File: src/rtl/keccak_pad_pkg.sv
// Shared constants, state encoding and mode tables for the Keccak
// message padder.
package keccak_pad_pkg;

  localparam int CNT_W = 5;

  localparam logic [7:0] DOMAIN_SHA3  = 8'h06;
  localparam logic [7:0] DOMAIN_SHAKE = 8'h1F;
  localparam logic [7:0] PAD_END      = 8'h80;

  typedef enum logic [1:0] {
    IDLE,
    ABSORB,
    PAD,
    FILL
  } state_e;

  // Rate in 64-bit lanes; unused codes fall back to SHA3-256.
  function automatic logic [CNT_W-1:0] rate_lanes(
    input logic [2:0] cmode
  );
    logic [CNT_W-1:0] r;
    case (cmode)
      3'd0:    r = 5'd18;
      3'd1:    r = 5'd17;
      3'd2:    r = 5'd13;
      3'd3:    r = 5'd9;
      3'd4:    r = 5'd21;
      3'd5:    r = 5'd17;
      default: r = 5'd17;
    endcase
    return r;
  endfunction

  function automatic logic [7:0] domain_byte(
    input logic [2:0] cmode
  );
    logic [7:0] d;
    if (cmode == 3'd4 || cmode == 3'd5) begin
      d = DOMAIN_SHAKE;
    end else begin
      d = DOMAIN_SHA3;
    end
    return d;
  endfunction

endpackage

File: src/rtl/lane_packer.sv
// Merges a half-lane buffer and an incoming word into a 64-bit lane and
// builds the padded tail lane with the domain byte at the next free byte.
module lane_packer (
  input  logic [31:0] lo_i,
  input  logic [31:0] word_i,
  input  logic [2:0]  bytes_i,
  input  logic        hi_i,
  input  logic [7:0]  dom_i,
  output logic [63:0] lane_o,
  output logic [63:0] pad_o,
  output logic        full_o
);

  logic [2:0]  tail;
  logic [3:0]  nb;
  logic [63:0] raw;
  logic [63:0] mask;
  logic [63:0] dom_sh;

  always_comb begin
    tail = (bytes_i > 3'd4) ? 3'd4 : bytes_i;
    nb   = hi_i ? (4'd4 + {1'b0, tail}) : {1'b0, tail};
    raw  = hi_i ? {word_i, lo_i} : {32'h0, word_i};
    mask = '0;
    for (int i = 0; i < 8; i++) begin
      mask[i*8 +: 8] = (4'(i) < nb) ? 8'hFF : 8'h00;
    end
    full_o = (nb == 4'd8);
    dom_sh = {56'h0, dom_i} << {nb[2:0], 3'b000};
    // A full tail lane pushes the domain byte into a fresh lane.
    if (full_o) begin
      pad_o = {56'h0, dom_i};
    end else begin
      pad_o = (raw & mask) | dom_sh;
    end
    lane_o = {word_i, lo_i};
  end

endmodule

File: src/rtl/keccak_msg_padder.sv
// Packs a byte-counted 32-bit stream into 64-bit lanes and applies
// SHA3/SHAKE multi-rate padding with lane/block boundary flags.
module keccak_msg_padder
  import keccak_pad_pkg::*;
#(
  parameter int IN_W      = 32,
  parameter int LANE_W    = 64,
  parameter int MAX_LANES = 21
) (
  input  logic              clk,
  input  logic              rst,
  input  logic [2:0]        cmode,
  input  logic [IN_W-1:0]   s_data,
  input  logic [2:0]        s_bytes,
  input  logic              s_last,
  input  logic              s_valid,
  output logic              s_ready,
  output logic [LANE_W-1:0] m_data,
  output logic              m_valid,
  input  logic              m_ready,
  output logic              m_first,
  output logic              m_last_lane,
  output logic              m_last_block,
  output logic              busy
);

  localparam int CW = $clog2(MAX_LANES);

  state_e state_q, state_d;

  logic [CW-1:0]     lane_cnt_q, lane_cnt_d;
  logic [CW-1:0]     rate_q, rate_d;
  logic [7:0]        dom_q, dom_d;
  logic              half_q, half_d;
  logic [IN_W-1:0]   lo_q, lo_d;
  logic [LANE_W-1:0] pad_q, pad_d;
  logic              first_q, first_d;
  logic              busy_q, busy_d;

  logic [LANE_W-1:0] m_data_q, m_data_d;
  logic              m_valid_q, m_valid_d;
  logic              m_first_q, m_first_d;
  logic              m_ll_q, m_ll_d;
  logic              m_lb_q, m_lb_d;

  logic              out_free;
  logic              s_fire;
  logic              at_end;
  logic              in_take;
  logic [7:0]        cur_dom;
  logic              ld;
  logic              ld_lb;
  logic              ld_end;
  logic [LANE_W-1:0] ld_lane;

  logic [LANE_W-1:0] pk_lane;
  logic [LANE_W-1:0] pk_pad;
  logic              pk_full;

  assign out_free = !m_valid_q || m_ready;
  assign in_take  = (state_q == IDLE) || (state_q == ABSORB);
  // A high-half word completes a lane, so it needs a free output slot.
  assign s_ready  = !rst && in_take && (!half_q || out_free);
  assign s_fire   = s_valid && s_ready;
  assign at_end   = (lane_cnt_q == rate_q - 1'b1);
  assign cur_dom  = (state_q == IDLE) ? domain_byte(cmode) : dom_q;

  lane_packer u_packer (
    .lo_i    (lo_q),
    .word_i  (s_data),
    .bytes_i (s_bytes),
    .hi_i    (half_q),
    .dom_i   (cur_dom),
    .lane_o  (pk_lane),
    .pad_o   (pk_pad),
    .full_o  (pk_full)
  );

  always_comb begin
    state_d    = state_q;
    lane_cnt_d = lane_cnt_q;
    rate_d     = rate_q;
    dom_d      = dom_q;
    half_d     = half_q;
    lo_d       = lo_q;
    pad_d      = pad_q;
    first_d    = first_q;
    busy_d     = busy_q;
    ld         = 1'b0;
    ld_lb      = 1'b0;
    ld_end     = 1'b0;
    ld_lane    = '0;

    if (m_valid_q && m_ready && m_ll_q && m_lb_q) begin
      busy_d = 1'b0;
    end

    case (state_q)
      IDLE, ABSORB: begin
        if (s_fire) begin
          if (state_q == IDLE) begin
            rate_d  = rate_lanes(cmode);
            dom_d   = cur_dom;
            first_d = 1'b1;
            busy_d  = 1'b1;
          end
          if (!half_q) begin
            if (s_last) begin
              pad_d   = pk_pad;
              state_d = PAD;
            end else begin
              lo_d    = s_data;
              half_d  = 1'b1;
              state_d = ABSORB;
            end
          end else begin
            half_d = 1'b0;
            if (!s_last || pk_full) begin
              ld      = 1'b1;
              ld_lane = pk_lane;
              // Last data lane of a block is not final when padding
              // spills into a whole extra block.
              ld_lb   = s_last && !at_end;
            end
            if (s_last) begin
              pad_d   = pk_pad;
              state_d = PAD;
            end
          end
        end
      end
      PAD: begin
        if (out_free) begin
          ld      = 1'b1;
          ld_lane = pad_q;
          ld_lb   = 1'b1;
          ld_end  = at_end;
          state_d = at_end ? IDLE : FILL;
        end
      end
      FILL: begin
        if (out_free) begin
          ld     = 1'b1;
          ld_lb  = 1'b1;
          ld_end = at_end;
          if (at_end) begin
            state_d = IDLE;
          end
        end
      end
      default: state_d = IDLE;
    endcase
  end

  always_comb begin
    m_data_d  = m_data_q;
    m_valid_d = m_valid_q && !m_ready;
    m_first_d = m_first_q;
    m_ll_d    = m_ll_q;
    m_lb_d    = m_lb_q;
    if (ld) begin
      m_valid_d = 1'b1;
      m_data_d  = ld_lane;
      if (ld_end) begin
        m_data_d = ld_lane | {PAD_END, {(LANE_W-8){1'b0}}};
      end
      m_first_d = first_q;
      m_ll_d    = at_end;
      m_lb_d    = ld_lb;
    end
  end

  logic              first_nx;
  logic [CW-1:0]     cnt_nx;

  always_comb begin
    first_nx = first_d;
    cnt_nx   = lane_cnt_d;
    if (ld) begin
      first_nx = 1'b0;
      cnt_nx   = at_end ? '0 : lane_cnt_q + 1'b1;
    end
  end

  always_ff @(posedge clk or posedge rst) begin
    if (rst) begin
      state_q    <= IDLE;
      lane_cnt_q <= '0;
      rate_q     <= '0;
      dom_q      <= '0;
      half_q     <= 1'b0;
      lo_q       <= '0;
      pad_q      <= '0;
      first_q    <= 1'b0;
      busy_q     <= 1'b0;
      m_data_q   <= '0;
      m_valid_q  <= 1'b0;
      m_first_q  <= 1'b0;
      m_ll_q     <= 1'b0;
      m_lb_q     <= 1'b0;
    end else begin
      state_q    <= state_d;
      lane_cnt_q <= cnt_nx;
      rate_q     <= rate_d;
      dom_q      <= dom_d;
      half_q     <= half_d;
      lo_q       <= lo_d;
      pad_q      <= pad_d;
      first_q    <= first_nx;
      busy_q     <= busy_d;
      m_data_q   <= m_data_d;
      m_valid_q  <= m_valid_d;
      m_first_q  <= m_first_d;
      m_ll_q     <= m_ll_d;
      m_lb_q     <= m_lb_d;
    end
  end

  assign m_data       = m_data_q;
  assign m_valid      = m_valid_q;
  assign m_first      = m_first_q;
  assign m_last_lane  = m_ll_q;
  assign m_last_block = m_lb_q;
  assign busy         = busy_q;

endmodule
File: config.mk
export PLATFORM = sky130hd
export DESIGN_NAME = keccak_msg_padder
export DESIGN_NICKNAME = d
export VERILOG_FILES = /design/src/rtl/keccak_pad_pkg.sv /design/src/rtl/lane_packer.sv /design/src/rtl/keccak_msg_padder.sv
export SDC_FILE = /design/constraint.sdc
export NUM_CORES = 1
export LEC_CHECK = 0
export CORE_MARGIN = 4
export CORE_UTILIZATION = 55
export CTS_CLUSTER_DIAMETER = 60
export CTS_CLUSTER_SIZE = 16
export DETAILED_ROUTE_END_ITERATION = 7
export GPL_ROUTABILITY_DRIVEN = 0
export HOLD_SLACK_MARGIN = 0.06
export PLACE_DENSITY_LB_ADDON = 0.3
export RECOVER_POWER = 50
export SLEW_MARGIN = 20
export SYNTH_ARGS = -nofsm -noshare
export SYNTH_HDL_FRONTEND = slang
export SYNTH_SLANG_ARGS = --single-unit
File: constraint.sdc
create_clock -name clk -period 7.9 [get_ports clk]
set_clock_uncertainty 0.05 [all_clocks]
set_input_delay 1.58 -clock clk [delete_from_list [all_inputs] [get_ports clk]]
set_output_delay 1.58 -clock clk [all_outputs]
set_load 0.01 [all_outputs]
Yosys cells after proc, flatten, opt, wreduce, memory -nomap -nowiden
Index checks and enable logic that the tools add are counted.
{"block": "totals", "ff_bits": 187, "latch_bits": 0, "ramBits": 0, "rom_bits": 0, "output_inout_bits": 70, "word_cells": 130, "memories": 0}
{"block": "classes", "addsub": 3, "mul": 0, "div_mod_pow": 0, "magnitude_cmp": 9, "n_eq_ne": 14, "shifts": 1, "n_mux": 53, "bitwise": 4, "n_reduce_logical": 32}
{"op": "64-bit 2-to-1 mux", "n": 7}
{"op": "64-bit one-hot mux with 2 select lines", "n": 1}
{"op": "8-bit 2-to-1 mux", "n": 9}
{"op": "64-bit AND", "n": 1}
{"op": "64-bit bitwise OR", "n": 1}
{"op": "8-bit by 6-bit << shifter with 64-bit output", "n": 1}
{"op": "1-bit 2-to-1 mux", "n": 20}
{"op": "5-bit one-hot mux with 4 select lines", "n": 1}
{"op": "3-bit by 4-bit < comparator with 1-bit output, first input constant", "n": 4}
{"op": "2-bit 2-to-1 mux", "n": 8}
{"op": "5-bit 2-to-1 mux", "n": 2}
{"op": "3-bit AND reduction", "n": 3}
{"op": "1-bit logical AND", "n": 8}
{"op": "1-bit by 4-bit < comparator with 1-bit output, first input constant", "n": 2}
{"op": "2-bit by 4-bit < comparator with 1-bit output, first input constant", "n": 2}
{"op": "2-bit inequality test, second input constant", "n": 4}
{"op": "3-bit by 2-bit == test with 1-bit output, second input constant", "n": 2}
{"op": "3-bit == test, second input constant", "n": 2}
{"op": "1-bit zero test", "n": 6}
{"op": "2-bit one-hot mux with 3 select lines", "n": 1}
{"op": "2-bit nonzero test", "n": 3}
{"op": "5-bit by 1-bit adder with 5-bit output, second input constant", "n": 1}
{"op": "5-bit == test", "n": 1}
{"op": "1-bit logical OR", "n": 5}
{"op": "other kinds (17)", "n": 21}

Longest topological paths before layout
{"block": "logic_depth", "depth_word": 12, "ltp_mapped": 8}

Hierarchy
A second synthesis with hierarchy kept.
{"block": "hier_totals", "hier_cells": 880, "area_unflattened_um2": 9790.6}
{"module": "keccak_msg_padder", "instances": 1, "cells_each": 561, "area_each_um2": 7559.8, "seq_area_each_um2": 4679.5}
{"module": "lane_packer", "instances": 1, "cells_each": 319, "area_each_um2": 2230.9, "seq_area_each_um2": 0.0}

Least setup slack after synthesis
No wires, ideal clock.
{"block": "synth_path", "kind": "input -> register", "from": "input rst", "to": "register m_data_q[6] (netlist: m_data[6])", "setup_ns": 0.127, "arrival_ns": 6.738, "t_required_ns": 7.723, "path_slack_ns": 0.985, "cell_stages": 6, "n_path_buf": 2, "path_cell_list": "inv_1 > a31oi_2 > buf_4 > buf_2 > a222oi_1 > inv_1"}
{"block": "synth_via", "elab_chain_len": 7, "word_cells_on_any_way": 9, "cone_classes": "5 x mux; 4 x reduce/logical"}
{"element": "start, declared", "line": "keccak_msg_padder.sv:11", "source": "input logic rst,"}
{"element": "1-bit zero test (no source line) *"}
{"element": "1-bit logical AND * (2 in a row)", "line": "keccak_msg_padder.sv:63", "source": "assign s_ready = !rst && in_take && (!half_q || out_free);"}
{"element": "1-bit logical AND *", "line": "keccak_msg_padder.sv:64", "source": "assign s_fire = s_valid && s_ready;"}
{"element": "64-bit 2-to-1 mux", "line": "keccak_msg_padder.sv:100", "source": "if (s_fire) begin"}
{"element": "64-bit one-hot mux with 2 select lines", "line": "keccak_msg_padder.sv:98", "source": "case (state_q)"}
{"element": "64-bit 2-to-1 mux", "line": "keccak_msg_padder.sv:164", "source": "if (ld_end) begin"}
{"element": "end signal, assigned", "line": "keccak_msg_padder.sv:211", "source": "m_data_q <= m_data_d;"}
{"element": "end, declared", "line": "keccak_msg_padder.sv:40", "source": "logic [LANE_W-1:0] m_data_q, m_data_d;"}
Every way passes the cells marked *; elsewhere a longest branch is shown, timed or not.
A chain may end at the register's enable or synchronous reset.

Final worst setup path
{"block": "layout_path", "from": "input m_ready", "to": "register pad_q[37]"}
{"block": "layout_via", "elab_chain_len": 5}
{"element": "start, declared", "line": "keccak_msg_padder.sv:20", "source": "input logic m_ready,"}
{"element": "1-bit logical OR", "line": "keccak_msg_padder.sv:60", "source": "assign out_free = !m_valid_q || m_ready;"}
{"element": "1-bit logical OR", "line": "keccak_msg_padder.sv:63"}
{"element": "1-bit logical AND", "line": "keccak_msg_padder.sv:63"}
{"element": "1-bit logical AND", "line": "keccak_msg_padder.sv:64"}
{"element": "3-bit AND reduction (no source line)"}
{"element": "end signal, assigned", "line": "keccak_msg_padder.sv:208", "source": "pad_q <= pad_d;"}
{"element": "end, declared", "line": "keccak_msg_padder.sv:36", "source": "logic [LANE_W-1:0] pad_q, pad_d;"}
No other way between the ends.

==> results_dict.tcl <==
set metrics [dict create \
    r2r-start "half_q$_DFFE_PP0P_" \
    cts_inserted_buffers 17 \
    antenna_found_initial 1 \
    reg2reg_to "pad_q[37]$_DFFE_PP0P_" \
    rrSetupSlack_ns 2.56 \
    clk_pin_slew_ns 0.07 \
    viasPerCell 6.675 \
    area_growth_pct 22.00 \
    reg2reg_depth 6 \
    synth_flop_cell "dfrtp_1" \
    p_int_mw 2.430 \
    syn_area_per_cell_um2 11.39 \
    hp-class "flop to flop" \
    synthArstFlopShare_pct 100.0 \
    ys_warn_count 0 \
    status "complete, but fails checks" \
    clock-sinks 187 \
    cts_buffer_depth 2 \
    hold_slack_ns 0.4339 \
    synth_edf_count 0 \
    cts_tree "built" \
    die_w_um 131.6 \
    overflow 0 \
    yosysUniqueCellTypes 52 \
    synth_top_area_share_pct 55.66 \
    multi_input_area_um2 3231 \
    clkLatencyLatePin_ns 0.43 \
    nets 872 \
    synth_top_cells_by_area "dfrtp_1 56%, a222oi_1 7.6%, mux2i_1 3.8%" \
    crit_path_end_kind "flop" \
    final_cells 1023 \
    dp_hpwl_um 14400 \
    synth_common_cells "187 x dfrtp_1, 71 x inv_1, 64 x a222oi_1" \
    synth_cells 738 \
    grt_max_degree 108 \
    finish.utilization_pct 69.51 \
    fmax_mhz 171.2 \
    syn_nets 785 \
    cts_root_buffer "clkbuf_16" \
    io_buffers 112 \
    holdPathStages 2 \
    dieArea_um2 17330 \
    synth.most_common_cell "dfrtp_1" \
    post_cts_resized 0 \
    p_sw_mw 1.284 \
    cts-htree-levels 4 \
    worst_slew_pin_slew_ns 3.503 \
    wl_per_cell_um 22.71 \
    grt_usage_pct 26.97 \
    ys_seq_elements 187 \
    dr_total_vias 6829 \
    nFillCells 1079 \
    layout.area.seq_um2 4681 \
    violations "design-rule violations, max-capacitance violations, max-slew violations" \
    postCtsSetupRepairBufs 0 \
    detail-route-antenna-nets 0 \
    seq_area_frac_synth_pct 55.66 \
    min_from "m_data[52]$_DFFE_PP0P_" \
    drc_errors 5 \
    combPwrFrac_pct 32.7 \
    core_um2 14750 \
    min_period_over_period_pct 73.92 \
    crit_arrival_ns 6.04 \
    num_io_pins 113 \
    setup_viol 0 \
    finalCriticalPeriod_ns 5.840 \
    grt_pass1_vias 7018 \
    rows 44 \
    die_h_um 131.6 \
    hold_path_end "m_data[52]$_DFFE_PP0P_" \
    routed_wl_um 23230 \
    required_ns 8.10 \
    cp_max_fo 76 \
    slew_headroom_pct -133.6 \
    grt_pass1_wl_um 37620 \
    power_frac_seq_pct 41.6 \
    p_sw_share_pct 34.57 \
    max_cap_viol_count 2 \
    drtIter0Drc 990 \
    holdBufCountCts 0 \
    hold_viol_final 0 \
    syn_area_um2 8407 \
    drv_slew 111 \
    drive_gt1_share_pct 8.234 \
    irDropWorstVdd_v 0.0002536 \
    first_pass_iters 8 \
    p_total_mw 3.714 \
    rsz0062_at_grt "false" \
    dp_cells 990 \
    p_leak_nw 5.075 \
    power_frac_clock_pct 25.7 \
    worstSetupPathType "input port to flop" \
    startpoint_type "input port" \
    powerDensity_nw_per_um2 362.1 \
    yosysTopAreaCell "dfrtp_1" \
    start_util_pct 56.98 \
    setup-tns-final_ns 0 \
]
==> worst max-delay path by stage <==
| stage | slack (ns) | to | startpoint | cells after the start |
|---|---|---|---|---|
| floorplan | 0.98 | m_data[6]$_DFFE_PP0P_ | rst | 6 |
| global placement | 3.25 | s_ready | rst | 4 |
| detailed placement | 3.20 | m_data[1]$_DFFE_PP0P_ | s_bytes[2] | 8 |
| CTS | 3.21 | s_ready | rst | 4 |
| global route | 1.79 | pad_q[34]$_DFFE_PP0P_ | rst | 6 |
| finish | 2.06 | pad_q[37]$_DFFE_PP0P_ | m_ready | 6 |
==> power groups by stage <==
stage	Sequential [mW]	Clock [mW]	Combinational [mW]
2_1_floorplan	1.51	0	0.771
3_3_place_gp	1.53	0	1.19
3_5_place_dp	1.55	0	1.23
4_1_cts	1.54	0.961	1.25
5_1_grt	1.58	1.00	1.32
6_report	1.54	0.956	1.21
==> stage by stage <==
stage | cell area (um2) | setup slack (ns)
2_1_floorplan | 8407 | 0.9850
3_3_place_gp | 9587 | 3.253
3_5_place_dp | 9587 | 3.200
4_1_cts | 10260 | 3.215
5_1_grt | 10260 | 1.785
6_report | 10260 | 2.060
==> flip-flops by register name, indices dropped and copies added, names as in the netlist, 2 cells and up <==
register,cells
dom_q,8
m_data,64
rate_q,5
lane_cnt_d,5
pad_q,64
lo_q,32
state_q,2
==> layer usage <==
metal / part of all wire, % / vias up / track usage, %
met3: 9.0 / 53 / 6.843
met2: 47 / 407 / 43.38
li1: - / 2952 / -
met4: 3.0 / 0 / 10.97
met5: 0 / - / 0
met1: 41 / 3417 / 35.23
==> worst max-delay path: stages <==
cell	delay, ns
clkdlybuf4s50_1	0.47
nand3b_1	0.26
nand4_1	0.15
clkbuf_1	2.45
a21o_1	0.84
o21ai_0	0.26
==> cell usage in the layout, fill, tap and decap left out, types with 3 or more instances in the layout <==
cell type and instances:
a32oi_1 9, mux2i_1 32, o21ai_1 3, a22oi_1 15, dlygate4sd3_1 70, o21a_1 3
xor2_1 3, clkbuf_1 3, clkdlybuf4s50_1 42, clkbuf_8 4, o22a_1 8, buf_4 4
nand4_1 3, mux2_1 13, mux2_2 21, o21ai_0 41, a21o_1 12, a21oi_1 6
nand3_1 9, nand2_1 56, inv_1 70, dfrtp_1 186, ha_1 4, clkinvlp_4 3
a22o_1 30, clkbuf_16 17, a222oi_1 64, nor2b_1 4, nand2b_1 10, xnor2_1 4
o22ai_1 24, a31oi_1 5, and2_1 5, nor2_1 20, bufinv_16 5
==> area by class of cell <==
cell class              instances  share of cell area [%]
well taps                     184                   2.245
flip-flops and latches        187                   45.64
repair buffers                119                   11.41
multi-input cells             429                   31.50
diodes                          1                 0.02440
inverters                      71                   2.647
clock buffers                  22                   4.721
clock inverters                10                   1.818
==> logic make-up (layout without fill, tap and decap cells) <==
group	Yosys count	count (layout)	share of synthesized area, %
AO/OA/AOI/OAI	229	229	21.43
XOR/XNOR	7	7	0.7293
adder cells (fa/ha/maj)	4	4	0.5954
buffers and inverters	122	222	6.177
flip-flops	187	187	55.66
multiplexers	66	66	8.364
other	0	1	0
AND/OR/NAND/NOR	123	123	7.040
(Power assumes the default switching activity.)
